`src/rtl/seg_scan_ctrl.sv`:
```
// Four-digit multiplexed 7-segment scan controller with double-buffered data and
// per-slot ghost blanking. Optional leading-zero suppression: define SEG_LZ_BLANK_EN.
module seg_scan_ctrl #(
  parameter int DIV       = 50000,
  parameter int BLANK_CYC = 4
) (
  input  logic        clk,
  input  logic        rst_n,
  input  logic        en,
  input  logic        load,
  input  logic [15:0] data,
  input  logic [3:0]  dp_mask,
  output logic        ack,
  output logic [3:0]  an,
  output logic [6:0]  seg,
  output logic        dp
);

  localparam int CW = (DIV > 2) ? $clog2(DIV) : 2;

  typedef enum logic {BLANK, DRIVE} state_t;

  state_t        state, state_nxt;
  logic [CW-1:0] count;
  logic [1:0]    idx;
  logic [15:0]   pending, shadow;
  logic [3:0]    pending_dp, shadow_dp;
  logic          pending_v;
  logic          slot_end, frame_end, commit;
  logic [3:0]    nib;
  logic [3:0]    an_nxt;
  logic [6:0]    seg_nxt;
  logic          dp_nxt;

  function automatic logic [6:0] seg_decode(input logic [3:0] v);
    case (v)
      4'd0:    seg_decode = 7'b1000000;
      4'd1:    seg_decode = 7'b1111001;
      4'd2:    seg_decode = 7'b0100100;
      4'd3:    seg_decode = 7'b0110000;
      4'd4:    seg_decode = 7'b0011001;
      4'd5:    seg_decode = 7'b0010010;
      4'd6:    seg_decode = 7'b0000010;
      4'd7:    seg_decode = 7'b1111000;
      4'd8:    seg_decode = 7'b0000000;
      4'd9:    seg_decode = 7'b0010000;
      default: seg_decode = 7'b1111111;
    endcase
  endfunction

  assign slot_end  = en && (count == CW'(DIV - 1));
  assign frame_end = slot_end && (idx == 2'd3);
  assign commit    = frame_end && pending_v;

  always_ff @(posedge clk or negedge rst_n) begin
    if (!rst_n) begin
      count <= '0;
      idx   <= 2'd0;
    end else if (en) begin
      if (slot_end) begin
        count <= '0;
        idx   <= idx + 2'd1;
      end else begin
        count <= count + CW'(1);
      end
    end
  end

  always_ff @(posedge clk or negedge rst_n) begin
    if (!rst_n) state <= BLANK;
    else        state <= state_nxt;
  end

  // The FSM mirrors the count window, so it only moves while the prescaler moves.
  always_comb begin
    state_nxt = state;
    case (state)
      BLANK:   if (en && count == CW'(BLANK_CYC - 1)) state_nxt = DRIVE;
      DRIVE:   if (slot_end) state_nxt = BLANK;
      default: state_nxt = BLANK;
    endcase
  end

  always_ff @(posedge clk or negedge rst_n) begin
    if (!rst_n) pending_v <= 1'b0;
    else if (load) pending_v <= 1'b1;
    else if (commit) pending_v <= 1'b0;
  end

  always_ff @(posedge clk) begin
    if (load) begin
      pending    <= data;
      pending_dp <= dp_mask;
    end
  end

  // Commit reads the old pending value, so a load on the boundary waits one frame.
  always_ff @(posedge clk or negedge rst_n) begin
    if (!rst_n) begin
      shadow    <= 16'h0000;
      shadow_dp <= 4'h0;
    end else if (commit) begin
      shadow    <= pending;
      shadow_dp <= pending_dp;
    end
  end

  assign nib = shadow[{idx, 2'b00} +: 4];

  always_comb begin
    an_nxt  = 4'b1111;
    seg_nxt = 7'b1111111;
    dp_nxt  = 1'b1;
    if (en && state == DRIVE) begin
      an_nxt      = 4'b1111;
      an_nxt[idx] = 1'b0;
      seg_nxt     = seg_decode(nib);
      dp_nxt      = ~shadow_dp[idx];
`ifdef SEG_LZ_BLANK_EN
      if ((idx == 2'd1 && shadow[15:4]  == 12'h000) ||
          (idx == 2'd2 && shadow[15:8]  == 8'h00)   ||
          (idx == 2'd3 && shadow[15:12] == 4'h0)) begin
        an_nxt  = 4'b1111;
        seg_nxt = 7'b1111111;
        dp_nxt  = 1'b1;
      end
`endif
    end
  end

  // Output register stage: pins lag internal state by one clock.
  always_ff @(posedge clk or negedge rst_n) begin
    if (!rst_n) begin
      an  <= 4'b1111;
      seg <= 7'b1111111;
      dp  <= 1'b1;
      ack <= 1'b0;
    end else begin
      an  <= an_nxt;
      seg <= seg_nxt;
      dp  <= dp_nxt;
      ack <= commit;
    end
  end

endmodule
```
`config.mk`:
```
export PLATFORM = sky130hd
export DESIGN_NAME = seg_scan_ctrl
export DESIGN_NICKNAME = d
export VERILOG_FILES = /design/src/rtl/seg_scan_ctrl.sv
export SDC_FILE = /design/constraint.sdc
export NUM_CORES = 1
export LEC_CHECK = 0
export ABC_CLOCK_PERIOD_IN_PS = 2700
export BUFFER_PORTS_ARGS = -buffer_cell sky130_fd_sc_hd__buf_2
export CAP_MARGIN = 20
export CORE_MARGIN = 5
export CORE_UTILIZATION = 62
export DETAILED_ROUTE_END_ITERATION = 6
export PLACE_DENSITY = 0.84
export SLEW_MARGIN = 30
export SYNTH_ARGS = -nofsm -noshare
export SYNTH_HDL_FRONTEND = slang
export SYNTH_SLANG_ARGS = --single-unit
export TNS_END_PERCENT = 5
```
`constraint.sdc`:
```
create_clock -name clk -period 2.7 [get_ports clk]
set_input_delay 0.54 -clock clk [delete_from_list [all_inputs] [get_ports clk]]
set_output_delay 0.54 -clock clk [all_outputs]
set_load 0.1 [all_outputs]
```
== Word-level counts from Yosys, hierarchy flattened ==
Memories as Yosys holds them, arrays and structs flattened.
Cells that the tools add are included.

* Add/sub/neg operators: 2
* Magnitude comparators: 2
* Eq/ne operators: 3
* Shifts and indexed selects: 1
* Muxes and demuxes: 13
* Bitwise operators: 3
* Reductions and logical operators: 8

{| class="wikitable"
|+ Operator list
! operator !! count
|-
| $add 16x1->16 const B || 1
|-
| $eq 16x16->1 const B || 1
|-
| $eq 16x2->1 const B || 1
|-
| $mux 16 || 1
|-
| $shiftx 16x5->4 || 1
|-
| $mux 1 || 7
|-
| $mux 7 || 1
|-
| $logic_and 1x1->1 || 6
|-
| $mux 4 || 1
|-
| $not 4->4 || 1
|-
| $lt 2x3->1 const B || 1
|-
| $add 2x1->2 const B || 1
|-
| $bmux 1 s2 || 1
|-
| $demux 1 s2 || 1
|-
| $eq 2x2->1 const B || 1
|-
| $ge 2x1->1 const B || 1
|-
| $not 1->1 || 2
|-
| $pmux 1 s2 || 1
|-
| $reduce_and 2->1 || 1
|-
| $reduce_bool 2->1 || 1
|}

* Register bits: 73
* Memory bits (read-only): 112
* Input bits: 24
* Logic and storage cells: 45
* Memories kept: 1

{| class="wikitable"
|+ Memories
! name !! words !! width !! rd ports !! clocked after memory_dff !! wr ports !! line !! RTL
|-
| (name not given) || 16 || 7 || 1 || 0 || 0 || 36 || <nowiki>case (v)</nowiki>
|}

== Depth between registers and ports, before layout ==
* Word-level depth: 6
* Mapped depth: 7
* Mapped depth without buffers: 6

== Worst setup path after synthesis ==
Ideal clock, no wire load.

* Path type: input -> register
* From: input port en
* To: register shadow[0]
* Library setup time: 125 ps
* Data arrival time: 1781 ps
* Setup slack: 793 ps
* Cell stages on the path: 6
* Path buffers: 2
* Cell sequence: buf_6 and4_4 nand2_4 nor4_4 buf_6 mux2_4

* Longest elaborated chain between the ends: 3

{| class="wikitable"
|+ Ends and longest elaborated chain
! item !! line !! RTL
|-
| from (decl) || 9 || <nowiki>input logic en,</nowiki>
|-
| $logic_and 1x1->1 || 51 || <nowiki>assign slot_end = en && (count == CW'(DIV - 1));</nowiki>
|-
| $logic_and 1x1->1 || 52 || <nowiki>assign frame_end = slot_end && (idx == 2'd3);</nowiki>
|-
| $logic_and 1x1->1 || 53 || <nowiki>assign commit = frame_end && pending_v;</nowiki>
|-
| to (signal assigned) || 103 || <nowiki>shadow <= pending;</nowiki>
|-
| to (decl) || 26 || <nowiki>logic [15:0] pending, shadow;</nowiki>
|}

No other way between the ends.
A chain may end at the register's enable or synchronous reset.

== Worst setup path after layout ==
* From: register count[0]
* To: register shadow_dp[1]

* Longest elaborated chain between the ends: 4

{| class="wikitable"
|+ Ends and longest elaborated chain
! item !! line !! RTL
|-
| from (decl) || 24 || <nowiki>logic [CW-1:0] count;</nowiki>
|-
| from (signal assigned) || 64 || <nowiki>count <= count + CW'(1);</nowiki>
|-
| $eq 16x16->1 || 51 ||
|-
| $logic_and 1x1->1 || 51 ||
|-
| $logic_and 1x1->1 || 52 ||
|-
| $logic_and 1x1->1 || 53 ||
|-
| to (signal assigned) || 104 || <nowiki>shadow_dp <= pending_dp;</nowiki>
|-
| to (decl) || 27 || <nowiki>logic [3:0] pending_dp, shadow_dp;</nowiki>
|}

No other way between the ends.

==> metrics.txt <==
footprint of the multi-input gates 1130 um2; Routed Antenna Nets 0; CTS tree yes; count leader, synth dfrtp_1; R2R cell count 6; Fin. Hold Viols 0; Clk Latency, worst-skew pair 0.34 ns; Data arrival, critical path 2.29 ns; die height 81.4 um; grt total ovfl 0; Post-CTS Hold Buffers 0; largest family of logic cells by synthesized area multiplexers; RSZ-0062 raised after global routing false; Synth Area per Inst 14.4 um2; worst slack, placed 0.487 ns; crit path kind reg -> reg; setup violators final 0; via/cell ratio 5.26; synthesis-to-finish area growth 14.8%; Synth Area in Adders 3.96%; final WL 4990 um; Starting DRT DRC Count 158; Synth Area in Compound Gates 2.41%; final-stage net count 295; Bufs on Longest Clock Path 2; status completed; sequential area share after synthesis 61.4%; gpl congestion 0.816; initial antenna violation count 0; number of global-route vias before repair 1782; period utilisation layout 76.7%; CTS root buffer clkbuf_8; CP max FO 20; Critical Path RT 2.92 ns; Synth Area in Simple Gates 11.0%; crit path capture type flip-flop; TritonCTS Sinks 73; clock-pin slew on the worst setup and hold paths 0.07 ns; CTS H-tree lvls 3; VDD IR max 395 uV; pwr/cell area 699 nW/um2; PortBufs 36; FF+latch area 1940 um2; EDFF count, synth 20; Slew HR 64.3%; final worst slack 0.628 ns; post-synthesis register bit count 73; largest net degree at the start of global routing 45; Hold Crit Class in -> async; # resized after CTS 0; Ant. Diodes 0; post-CTS setup buffer count 0; ranking of synthesized cells by area dfrtp_1 32%, edfxtp_1 19%, dfstp_2 10%; Reg2Reg Setup Slack 0.63 ns; leading area contributor after synthesis dfrtp_1; IO Pins 37; Core ar. 5040 um2; row cnt 26; share of cells above drive strength 1 36.8%; Synth Area in XOR/XNOR 4.43%; Max Freq 0.483 GHz; number of max-cap violations 0; router iterations before antenna repair 4; Synth Flop Type dfrtp_1; crit start category flip-flop; Mapped Area 3160 um2; Leakage 1.61 nW; reg2reg start count[0]; Cell variety after synth 37; Setup TNS 0 ns; FFs w/ async S/R, synth 72.6%; number of fill cells in the layout 315; Synth top area share 32.4%; clock skew 0.00943 ns; post-synthesis mux area share 14.0%; cell count after synthesis 219; die width 81.4 um; RR Endpoint shadow_dp[1]; Slew Limit Fails 0; min Tclk post-route 2.07 ns; dpl hpwl 3470 um; Die Area 6630 um2; gr usage total 17.6%; CTS buffer count 9; initial core utilization 62.7%; Slew @ Worst Pin 0.535 ns; Avg WL per Cell 14.9 um; vias after detailed routing 1767; first-pass GRT wire length 8510 um; synth cell count leaders 41 x dfrtp_1, 20 x edfxtp_1, 20 x mux2_4; crit path from count[0]; Mapped Nets 253; number of remaining DRC errors 0; Warnings, synthesis 0
worst max-delay path by stage:
| stage | end | depth (start not counted) |
|---|---|---|
| CTS | shadow_dp[1] | 6 |
| global route | shadow_dp[2] | 6 |
| finish | shadow_dp[1] | 6 |
| detailed placement | shadow_dp[2] | 6 |
| global placement | shadow_dp[1] | 6 |
| floorplan | shadow[0] | 6 |
metrics by stage:
stage	util [%]	instance area [um2]	instances	power, mW	hold slack (ns)
after global routing	72.0	3630	336	2.66	0.205
final	72.0	3630	336	2.54	0.186
after floorplan	-	3160	219	1.49	0.244
after CTS	72.0	3630	336	2.56	0.360
after global placement	67.4	3400	320	1.56	0.459
after detailed placement	67.4	3400	320	1.58	0.465
layer usage:
layer	GRT usage [%]	part of all wire, %	vias to the layer above	wire [um]
met4	8.11	1.0	0	51
li1	-	-	852	-
met5	0	0	-	0
met1	23.5	44	854	2210
met2	27.0	48	56	2420
met3	4.71	6.1	5	307
area by class of cell:
| type | count | share of cell area, % |
|---|---|---|
| clock buffer | 9 | 3.41 |
| clock inverter | 7 | 3.00 |
| inverter | 8 | 0.827 |
| tap | 70 | 2.41 |
| multi-input combinational | 130 | 31.2 |
| sequential | 73 | 53.5 |
| timing repair buffer | 39 | 5.65 |
layout by cell type, fill, tap and decap left out, types with 2 or more instances in the layout:
master	n
nand4_1	7
dfrtp_1	41
ha_1	10
mux4_2	5
edfxtp_1	20
nand3_1	4
xor2_1	9
nand2_1	16
mux2_4	20
clkinv_1	3
nor2_1	14
buf_4	4
clkbuf_8	9
a21oi_1	2
nor3_1	4
inv_1	8
nor4_1	5
o21ai_0	7
nor4_2	2
xnor2_1	7
and2_1	2
buf_2	35
bufinv_16	3
mux2i_1	2
dfstp_2	12
report_power, final:
part	internal (mW)	switching, mW	leakage, nW
Sequential	1.22	0.0907	0.862
Clock	0.604	0.376	0.112
Combinational	0.0901	0.156	0.633
Total	1.92	0.623	1.61
flip-flops by register name, indices dropped and copies added (netlist names), 2 cells and up:
| register | cells |
|---|---|
| idx | 2 |
| an | 4 |
| shadow_dp | 4 |
| pending_dp | 4 |
| seg | 7 |
| pending | 16 |
| shadow | 16 |
| count | 16 |
logic make-up (layout without fill, tap and decap cells):
group	after synthesis	after routing
buffers and inverters	16	63
adders and majority gates	10	10
muxes	28	28
xor gates and xnor gates	16	16
DFF	73	73
AOI/OAI and AO/OA	13	13
and+or+nand+nor	63	63
worst max-delay path, stage by stage (launching register included):
cell and delay [ns]:
dfrtp_1 0.40, ha_1 0.23, and4_4 0.27, nand2_4 0.08, nor4_4 0.25, buf_4 0.38, mux2_4 0.34
(Power assumes the default switching activity.)
